[src/rtl/od_bus_arbiter.sv]
// Round-robin arbiter/sequencer for an open-drain bus: grant, hold pull-downs, release, wait out the RC rise.
// Latency: grant is registered one cycle after the IDLE sample; no backpressure, requesters hold req until granted.
module od_bus_arbiter #(
  parameter int REQUESTERS     = 4,
  parameter int WIDTH          = 8,
  parameter int SETTLE_CYCLES  = 3,
  parameter int TIMEOUT_CYCLES = 16
) (
  input  logic                            clk,
  input  logic                            rst_n,
  input  logic [REQUESTERS-1:0]           req,
  input  logic [REQUESTERS-1:0]           done,
  input  logic [REQUESTERS*WIDTH-1:0]     data_in,
  output logic [REQUESTERS-1:0]           grant,
  output logic [WIDTH-1:0]                bus_pull,
  output logic                            bus_valid,
  output logic [$clog2(REQUESTERS)-1:0]   owner,
  output logic                            timeout
);

  localparam int OW     = $clog2(REQUESTERS);
  localparam int TW_RAW = $clog2(TIMEOUT_CYCLES + 1);
  localparam int TW     = (TW_RAW < 1) ? 1 : TW_RAW;
  localparam int SW_RAW = $clog2(SETTLE_CYCLES + 1);
  localparam int SW     = (SW_RAW < 1) ? 1 : SW_RAW;

  typedef enum logic [1:0] {IDLE, DRIVE, RECOVER} state_t;

  state_t                  state, state_nxt;
  logic [REQUESTERS-1:0]   grant_nxt;
  logic [WIDTH-1:0]        bus_pull_nxt;
  logic                    bus_valid_nxt;
  logic [OW-1:0]           owner_nxt;
  logic                    timeout_nxt;
  logic [TW-1:0]           tenure, tenure_nxt;
  logic [SW-1:0]           settle_cnt, settle_nxt;

  logic [WIDTH-1:0]        data_arr [REQUESTERS];
  logic [OW-1:0]           win;
  logic                    own_end, at_limit, tenure_exit, forced;

  for (genvar k = 0; k < REQUESTERS; k++) begin : g_data
    assign data_arr[k] = data_in[k*WIDTH +: WIDTH];
  end

  // Scan upward from the slot after the last owner so every requester gets a turn.
  always_comb begin
    int idx;
    logic found;
    win   = owner;
    found = 1'b0;
    idx   = 0;
    for (int i = 1; i <= REQUESTERS; i++) begin
      idx = (int'(owner) + i) % REQUESTERS;
      if (!found && req[OW'(idx)]) begin
        win   = OW'(idx);
        found = 1'b1;
      end
    end
  end

  // A done/abort landing on the limit cycle counts as a normal end, not a forced one.
  assign own_end     = done[owner] | ~req[owner];
  assign at_limit    = (tenure == TW'(TIMEOUT_CYCLES));
  assign tenure_exit = own_end | at_limit;
  assign forced      = at_limit & ~own_end;

  always_ff @(posedge clk or negedge rst_n) begin
    if (!rst_n) begin
      state      <= IDLE;
      grant      <= '0;
      bus_pull   <= '0;
      bus_valid  <= 1'b0;
      owner      <= OW'(REQUESTERS - 1);
      timeout    <= 1'b0;
      tenure     <= '0;
      settle_cnt <= '0;
    end else begin
      state      <= state_nxt;
      grant      <= grant_nxt;
      bus_pull   <= bus_pull_nxt;
      bus_valid  <= bus_valid_nxt;
      owner      <= owner_nxt;
      timeout    <= timeout_nxt;
      tenure     <= tenure_nxt;
      settle_cnt <= settle_nxt;
    end
  end

  always_comb begin
    state_nxt = state;
    case (state)
      IDLE:    if (|req) state_nxt = DRIVE;
      DRIVE:   if (tenure_exit) state_nxt = (SETTLE_CYCLES == 0) ? IDLE : RECOVER;
      RECOVER: if (settle_cnt == SW'(SETTLE_CYCLES)) state_nxt = IDLE;
      default: state_nxt = IDLE;
    endcase
  end

  always_comb begin
    grant_nxt     = grant;
    bus_pull_nxt  = bus_pull;
    bus_valid_nxt = bus_valid;
    owner_nxt     = owner;
    timeout_nxt   = 1'b0;
    tenure_nxt    = tenure;
    settle_nxt    = settle_cnt;
    case (state)
      IDLE: begin
        if (|req) begin
          grant_nxt     = REQUESTERS'(1) << win;
          owner_nxt     = win;
          bus_pull_nxt  = ~data_arr[win];
          bus_valid_nxt = 1'b0;
          tenure_nxt    = TW'(1);
        end
      end
      DRIVE: begin
        if (tenure_exit) begin
          grant_nxt     = '0;
          bus_pull_nxt  = '0;
          bus_valid_nxt = 1'b0;
          timeout_nxt   = forced;
          tenure_nxt    = '0;
          settle_nxt    = SW'(1);
        end else begin
          // Pull-down completes within one cycle, so the bus is valid from the second cycle.
          bus_valid_nxt = 1'b1;
          tenure_nxt    = tenure + TW'(1);
        end
      end
      RECOVER: begin
        settle_nxt = (settle_cnt == SW'(SETTLE_CYCLES)) ? '0 : settle_cnt + SW'(1);
      end
      default: begin
        grant_nxt     = '0;
        bus_pull_nxt  = '0;
        bus_valid_nxt = 1'b0;
      end
    endcase
  end

endmodule
[config.mk]
export PLATFORM = sky130hd
export DESIGN_NAME = od_bus_arbiter
export DESIGN_NICKNAME = d
export VERILOG_FILES = /design/src/rtl/od_bus_arbiter.sv
export SDC_FILE = /design/constraint.sdc
export NUM_CORES = 1
export LEC_CHECK = 0
export CORE_UTILIZATION = 46
export CTS_CLUSTER_SIZE = 40
export DETAILED_ROUTE_END_ITERATION = 12
export PLACE_DENSITY = 0.83
export RECOVER_POWER = 100
export SETUP_SLACK_MARGIN = 0.05
export SYNTH_ARGS = -nofsm -noshare
export SYNTH_HDL_FRONTEND = slang
export SYNTH_SLANG_ARGS = --single-unit
[constraint.sdc]
create_clock -name clk -period 3.26 [get_ports clk]
set_input_delay 0.489 -clock clk [delete_from_list [all_inputs] [get_ports clk]]
set_output_delay 0.489 -clock clk [all_outputs]
set_load 0.02 [all_outputs]
Yosys cells after proc, flatten, opt, wreduce, memory -nomap -nowiden:

Index checks and enable logic that the tools add are counted.

* flip-flop bits (word level): 25
* latch bits: 0
* memory bits (writable): 0
* bits in read-only memories: 0
* output and inout port bits: 16
* word-level logic and storage cells: 99
* memories kept: 0

* add/subtract/negate cells: 6
* $mul: 0
* divide/modulo/power cells: 0
* magnitude comparators: 6
* equality and inequality tests: 7
* shift-type cells: 1
* mux-type cells: 47
* bitwise gates (word level): 8
* reductions and logical operators: 16

Operators with widths (number)
* 8-bit two-way mux: 4
* 8-bit case mux with 3 select lines: 1
* 2-bit two-way mux: 9
* 1-bit two-way mux: 17
* 8-bit binary-select mux with 2-bit select: 1
* 2-bit by 4-bit < comparator with 1-bit output (second input constant): 4
* 1-bit binary-select mux with 2-bit select: 6
* 4-bit case mux with 3 select lines: 1
* 5-bit two-way mux: 2
* 5-bit case mux with 2 select lines: 1
* 4-bit two-way mux: 2
* 8-bit NOT: 1
* 2-bit AND reduction: 4
* 2-bit by 1-bit adder with 2-bit output (second input constant): 3
* 2-bit != test (second input constant): 3
* 2-bit case mux with 3 select lines: 1
* 3-bit AND reduction: 2
* 5-bit by 1-bit adder with 5-bit output (second input constant): 1
* 5-bit == test (second input constant): 1
* 2-bit adder (second input constant): 2
* 2-bit == test (second input constant): 2
* 2-bit case mux with 2 select lines: 1
* 2-bit nonzero test: 2
* 4-bit OR reduction: 1
* other kinds (12): 19

Depth between registers and ports, before layout:

Gate-level depths: netlist of run 1.

* depth after elaboration: 21
* gate-level depth with buffers: 8

Worst setup path before layout of run 1:

OpenSTA, ideal clock, no wires.

* kind: register -> register
* start: register owner[1]
* end: register tenure[2]
* arrival: 2.110 ns
* required time: 3.196 ns
* setup slack: 1.086 ns
* cell stages (with the launch flop): 7
* buffers on the path: 2
* clock period less this slack: 2.174 ns
* cells stage by stage: dfstp_2 -> buf_2 -> mux4_2 -> or3_4 -> buf_6 -> nor4b_2 -> a21o_1

* cells in the longest elaborated chain, start to end: 7
* elaborated cells between the ends (all ways): 9
* those cells by class: 6 x mux; 3 x bitwise

RTL lines
* start: declaration: line 17 `output logic [$clog2(REQUESTERS)-1:0] owner,`
* start signal: assignment: line 74 `owner <= OW'(REQUESTERS - 1);`
* start signal: assignment: line 83 `owner <= owner_nxt;`
* 1-bit binary-select mux with 2-bit select: line 63 `assign own_end = done[owner] | ~req[owner];`
* 1-bit two-way mux (implied by the code): line 63
* 1-bit NOT: line 63
* 1-bit bitwise OR *: line 63
* 1-bit bitwise OR *: line 65 `assign tenure_exit = own_end | at_limit;`
* 5-bit two-way mux *: line 119 `if (tenure_exit) begin`
* 5-bit case mux with 2 select lines *: line 108 `case (state)`
* end signal: assignment: line 85 `tenure <= tenure_nxt;`
* end: declaration: line 35 `logic [TW-1:0] tenure, tenure_nxt;`

Mark *: on every way between the ends. The rest lies on a longest branch, timed or not. The select of a mux whose other input is x is not followed.
A chain may end at the register's enable or synchronous reset.

Final worst setup path of run 1:

* start: input req[1]
* end: register bus_pull[3]

* cells in the longest elaborated chain, start to end: 20
* elaborated cells between the ends (all ways): 41
* those cells by class: 2 x eq/ne; 26 x mux; 5 x bitwise; 8 x reduce/logical

RTL lines
* start: declaration: line 11 `input logic [REQUESTERS-1:0] req,`
* 1-bit binary-select mux with 2-bit select: line 55 `if (!found && req[OW'(idx)]) begin`
* 1-bit two-way mux (implied by the code) (2 in a row): line 55
* 1-bit two-way mux: line 55
* 1-bit zero test: line 55
* 1-bit logical AND: line 55
* 1-bit two-way mux: line 55
* 1-bit zero test: line 55
* 1-bit logical AND: line 55
* [... 2 more ...]
* 1-bit logical AND: line 55
* 2-bit two-way mux: line 55
* 2-bit NOT with 3-bit output (implied by the code): line 113 `bus_pull_nxt = ~data_arr[win];`
* 8-bit binary-select mux with 2-bit select: line 113
* 8-bit two-way mux (implied by the code) (2 in a row): line 113
* 8-bit NOT: line 113
* 8-bit two-way mux: line 110 `if (|req) begin`
* 8-bit case mux with 3 select lines: line 108
* end signal: assignment: line 81 `bus_pull <= bus_pull_nxt;`
* end: declaration: line 15 `output logic [WIDTH-1:0] bus_pull,`

Parallel ways exist; a longest one is shown, timed or not. The select of a mux whose other input is x is not followed.

==> flow_summary.ini, run 1 <==
[clock_tree]
cts_tree = yes
postCtsHoldBufs = 0
post_cts_resize_count = 0
postCtsSetupBuffers = 0
cts-root-buf = clkbuf_4
clock_latency_ns = 0.32
clock_sink_count = 25
cts.path.max_buffers = 2
cts_inserted_buffers = 3
ctsHtreeMaxLevel = 1
clkTransAtPathRegs_ns = 0.15

[synth]
synth.distinct_cells = 40
ys_async_sr_fraction_pct = 100
ys_ff_latch = 25
ys_seq_area_share_pct = 43.1
syn_area_mm2 = 0.00146
syn_avg_cell_area_um2 = 10.3
synth_flop_cell = dfrtp_1
synthCells = 142
syn_nets = 187
yosysWarnings = 0
synth_edf_count = 0

[worst_hold_path]
hold_path_class = register to register

[global_routing]
grt_max_degree = 26
grt.total_usage_pct = 23.0
overflow = 0
first_global_vias = 1373
antenna_found_initial = 0
grt_pass1_wl_um = 5930

[timing]
setup_viol = 0
skew_ns = 0.00871
maxSlewViolCount = 0
hold_violations = 0
timing.final.crit_share_pct = 83.9
max_freq_mhz = 365
relSlewSlack_pct = 28.6
rsz0062_at_grt = no
fin_setup_tns_ns = 0
min_period_ns = 2.74
finalWorstSetupSlack_ns = 0.524
tightest_slew_ns = 1.07

[detailed_routing]
dr.pass1.iters = 4
ant_nets = 0
drt-initial-drc-count = 59
wire_per_inst_um = 14.5
vias_per_cell = 5.53
vias = 1339
drt-total-wl_um = 3500
post-route-drc-count = 0

[critical_path]
crit_fanout = 12
crit_type = input port to register
crit_arrival_ns = 3.01
endpoint_kind = register
start_kind = input port
required_ns = 3.53

[placed_design]
dp_hpwl_um = 2730
place_ws_ns = 0.562
io_buffers = 57
gp_congestion = 0.828

[cells_and_area]
areaGrowthSynthToFinish_pct = 42.0
diodes = 0
layout-drive-gt1-share_pct = 6.06
nFillCells = 234
nNetsFinal = 244

[floorplanning]
fp.dieH_um = 58.3
dieArea_mm2 = 0.00340
coreArea_mm2 = 0.00303
pin_count = 58
row_count = 20
start_util_pct = 48.2
fp.dieW_um = 58.3

[flow_run]
maxCapViolations = 0

[status]
outcome = complete, no violations

[power_and_ir_drop]
ir_drop_mv = 0.315
p_per_area_mw_per_mm2 = 742
p_total_w = 0.00154
leakage_nw = 0.893
## layout make-up
cell class	instances	area [um2]	share of cell area, %
multi-input cells	102	739	35.7
clock buffers	3	22.5	1.09
repair buffers	60	593	28.6
well taps	44	55.1	2.66
flip-flops and latches	25	628	30.3
inverters	7	26.3	1.27
clock inverters	1	7.51	0.362
## synthesized netlist by cell type, drive strengths merged, types with 3 or more instances
cell / number / area [um2]
buf: 5 / 38.8
ha: 3 / 37.5
clkbuf: 3 / 11.3
dfrtp: 23 / 576
nor2: 6 / 22.5
a211oi: 9 / 67.6
a21boi: 9 / 71.3
a221o: 8 / 80.1
nand2: 8 / 30.0
nand2b: 8 / 50.1
inv: 7 / 26.3
mux2i: 9 / 90.1
o21ai: 9 / 48.8
nor3: 3 / 20.0
nand3: 4 / 20.0
## cell families (layout without fill, tap and decap cells)
logic type	Yosys count	in the layout	synth area share, %
mux	10	10	7.72
xor+xnor	2	2	1.20
flops	25	25	43.1
fa+ha+maj	3	3	2.57
buf+inv	15	71	5.23
compound gates	48	48	25.1
simple gates	39	39	15.1
## registers in the layout, summed over array words and instances (netlist names)
register    cells
state           2
owner           2
bus_pull        8
grant           4
tenure          5
bus_valid       1
settle_cnt      2
timeout         1
## cells in the final DEF, fill, tap and decap left out, drive strengths merged
cell type      instances
clkdlybuf4s50         39
mux2i                  9
o21a                   1
dlygate4sd3           18
a21oi                  2
or3                    2
nor4                   1
xor2                   2
nand2                  8
dfrtp                 23
ha                     3
clkinvlp               1
a22o                   2
clkbuf                 4
and2                   2
nand4                  1
buf                    2
nor2                   6
o21ai                  9
a211oi                 9
o22ai                  1
nor2b                  2
nand3                  4
nor3                   3
a221o                  8
nand2b                 8
o2bb2ai                2
nor4b                  1
o31ai                  2
dfstp                  2
o32a                   1
mux4                   1
inv                    7
nand3b                 1
a21o                   2
a21boi                 9
## power by group
part / internal (W) / total (W) / leakage (nW) / switching (W)
clock: 0.0000469 / 0.000145 / 0.0139 / 0.0000984
combinational: 0.000388 / 0.000842 / 0.558 / 0.000454
sequential: 0.000433 / 0.000550 / 0.321 / 0.000117
## path summary, 6_finish.rpt
path                          start     endpoint  slack, ns  cells after the start
max                          req[1]  bus_pull[3]       0.52                      6
min                        grant[0]     grant[0]       0.52                      1
min in group asynchronous     rst_n     state[0]       0.79                      1
max in group asynchronous     rst_n     owner[1]       1.70                      2
min reg2reg                grant[0]     grant[0]       0.52                      1
max reg2reg                owner[1]  bus_pull[3]       0.67                      4
## worst max-delay path, stage by stage
cell and delay [ns]:
dlygate4sd3_1 0.63, nand2b_1 0.07, mux4_2 0.48, or3_1 0.54, o21ai_1 0.52, a221o_1 0.28
## metrics by stage
step / utilization (%) / area (um2) / hold WS [ns] / instances
final: 68.4 / 2070 / 0.520 / 242
after global routing: 68.4 / 2070 / 0.533 / 242
after CTS: 68.9 / 2090 / 0.525 / 242
after detailed placement: 67.9 / 2060 / 0.485 / 238
after global placement: 67.9 / 2060 / 0.487 / 238
after floorplan: - / 1460 / 0.193 / 142
## routing by layer
metal	part of all wire (%)	routed length [um]	vias to the layer above	GRT usage [%]
li1	-	-	641	-
met1	40	1420	642	27.7
met2	52	1830	52	40.1
met3	6.2	216	4	6.37
met4	0.94	33	0	6.80
met5	0	0	-	0
(Power assumes the default switching activity.)
==> inputs of run 2 (changes only) <==
--- a/config.mk
+++ b/config.mk
@@ -5,10 +5,10 @@
 export SDC_FILE = /design/constraint.sdc
 export NUM_CORES = 1
 export LEC_CHECK = 0
-export CORE_UTILIZATION = 46
+export CORE_UTILIZATION = 43
 export CTS_CLUSTER_SIZE = 40
 export DETAILED_ROUTE_END_ITERATION = 12
-export PLACE_DENSITY = 0.83
+export PLACE_DENSITY = 0.78
 export RECOVER_POWER = 100
 export SETUP_SLACK_MARGIN = 0.05
 export SYNTH_ARGS = -nofsm -noshare
==> constraint.sdc (replaced) <==
create_clock -name clk -period 2.75 [get_ports clk]
set_input_delay 0.4125 -clock clk [delete_from_list [all_inputs] [get_ports clk]]
set_output_delay 0.4125 -clock clk [all_outputs]
set_load 0.02 [all_outputs]
==> run 2 against run 1 <==
Sequential cell count did not move; combinational power rose by 22%; worst setup slack got worse by 0.23 ns; via count fell by 1.6%; largest cell class unchanged; worst hold slack got worse by 0.013 ns; non-clock buffer count rose by 3.
==> flow_summary.ini, run 2 (same netlist as run 1, synthesis figures left out) <==
[detailed_routing]
highest_layer = met4
vias = 1318
vias_per_cell = 5.38
ant_nets = 0
wire_per_inst_um = 14.9
drt-total-wl_um = 3660
post-route-drc-count = 0
wl_met3_um = 212
drt-initial-drc-count = 34
m1WireLength_um = 1640
wl_met2_um = 1790
dr.pass1.iters = 4

[worst_hold_path]
hold_path_depth = 1
hold_path_class = register to register
min_to = grant[1]
min-delay-start = grant[1]

[critical_path]
start_kind = register
critPathTopFamily = flip-flops
crit_path_top_delay_cell = dfstp_1
reg2reg_slack_ns = 0.29
r2r_cells = 4
max_stage_delay_ns = 0.74
required_ns = 3.01
r2r-end = bus_pull[3]
endpoint_kind = register
crit-reg2reg-launch = owner[1]
crit_chain = mux4_2, or3_1, o21ai_2, a221o_1
crit_arrival_ns = 2.72
path_buf_inv = 0
crit_type = register to register
crit_fanout = 12

[clock_tree]
clock_sink_count = 25
cts.path.max_buffers = 2
ctsHtreeMaxLevel = 1
post_cts_resize_count = 0
cts_tree = yes
clock_latency_ns = 0.32
postCtsSetupBuffers = 0
postCtsHoldBufs = 0
clkTransAtPathRegs_ns = 0.14
cts_inserted_buffers = 3
cts-root-buf = clkbuf_4

[timing]
fin_setup_tns_ns = 0
setup_viol = 0
timing.final.crit_share_pct = 89.4
tightest_slew_ns = 1.36
relSlewSlack_pct = 9.32
maxSlewViolCount = 0
max_freq_mhz = 407
min_period_ns = 2.46
skew_ns = 0.00567
hold_violations = 0
finalWorstSetupSlack_ns = 0.292
rsz0062_at_grt = no

[cells_and_area]
final_common_cell = clkdlybuf4s50_1
finalCoreUtilization_pct = 66.8
fin_area_mm2 = 0.00209
regMostFlops = bus_pull
nNetsFinal = 247
nFillCells = 248
diodes = 0
areaGrowthSynthToFinish_pct = 43.3
largest_reg_flops = 8
final_cell_mix = clkdlybuf4s50_1 (40), dfrtp_1 (23), dlygate4sd3_1 (17), mux2i_1 (9), a211oi_1 (9)
reg_top3 = bus_pull x8, tenure x5, grant x4
layout-drive-gt1-share_pct = 6.47

[placed_design]
place_ws_ns = 0.140
io_buffers = 57
post_dp_cell_area_mm2 = 0.00208
gp_congestion = 0.771
dp_hpwl_um = 2830

[floorplanning]
start_util_pct = 46.6
fp.dieW_um = 60.2
dieArea_mm2 = 0.00363
pin_count = 58
fp.dieH_um = 60.2
coreArea_mm2 = 0.00313
row_count = 20

[global_routing]
overflow = 0
antenna_found_initial = 0
first_global_vias = 1318
grt.total_usage_pct = 22.4
grt_max_degree = 26
grt_pass1_wl_um = 5930

[power_and_ir_drop]
p_per_area_mw_per_mm2 = 883
ir_drop_mv = 0.398
leakage_nw = 0.903

[status]
outcome = complete, no violations

[flow_run]
maxCapViolations = 0
==> run 2: stage by stage <==
stage	std cells	total power (W)	hold WS [ns]
after global placement	241	0.00169	0.475
after CTS	245	0.00191	0.444
after detailed placement	241	0.00174	0.473
after global routing	245	0.00199	0.545
final	245	0.00185	0.507
after floorplan	142	0.00134	0.117
==> run 2: layer usage <==
layer | vias up | global-route usage, %
met2 | 54 | 37.8
met4 | 0 | 6.98
met1 | 612 | 28.9
met3 | 2 | 4.11
li1 | 650 | -
met5 | - | 0
==> run 2: final cells by class <==
type	instances	area (um2)	area share (%)
Clock buffer	3	22.5	1.08
Clock inverter	1	7.51	0.359
Inverter	7	26.3	1.26
Multi-Input combinational cell	102	739	35.4
Sequential cell	25	628	30.0
Tap cell	44	55.1	2.63
Timing Repair Buffer	63	612	29.3
==> run 2: power breakdown <==
| group | leakage [nW] | internal, W | total [W] | switching [W] |
|---|---|---|---|---|
| clock | 0.0139 | 0.0000555 | 0.000167 | 0.000112 |
| sequential | 0.320 | 0.000511 | 0.000652 | 0.000141 |
| combinational | 0.569 | 0.000478 | 0.00103 | 0.000549 |
| total | 0.903 | 0.00104 | 0.00185 | 0.000801 |
==> run 2: worst register-to-register path, stage by stage, from the launching register on <==
cell     delay, ns
dfstp_1       0.74
mux4_2        0.57
or3_1         0.56
o21ai_2       0.30
a221o_1       0.24
==> run 2: how the worst max path moves through the flow <==
stage | startpoint | end | slack [ns] | cells after the start
floorplan | owner[1] | tenure[2] | 0.58 | 6
global placement | req[3] | bus_pull[1] | 0.23 | 6
detailed placement | req[1] | bus_pull[1] | 0.14 | 7
CTS | req[1] | bus_pull[1] | 0.50 | 7
global route | owner[1] | bus_pull[0] | 0.14 | 6
finish | owner[1] | bus_pull[3] | 0.29 | 4
==> inputs of run 3 (changes only) <==
--- a/config.mk
+++ b/config.mk
@@ -5,12 +5,12 @@
 export SDC_FILE = /design/constraint.sdc
 export NUM_CORES = 1
 export LEC_CHECK = 0
+export ABC_CLOCK_PERIOD_IN_PS = 2750
 export CORE_UTILIZATION = 43
 export CTS_CLUSTER_SIZE = 40
 export DETAILED_ROUTE_END_ITERATION = 12
 export PLACE_DENSITY = 0.78
 export RECOVER_POWER = 100
-export SETUP_SLACK_MARGIN = 0.05
 export SYNTH_ARGS = -nofsm -noshare
 export SYNTH_HDL_FRONTEND = slang
 export SYNTH_SLANG_ARGS = --single-unit
==> results of run 3 <==
Final layout, timing and power as in run 2 (identical DEF).
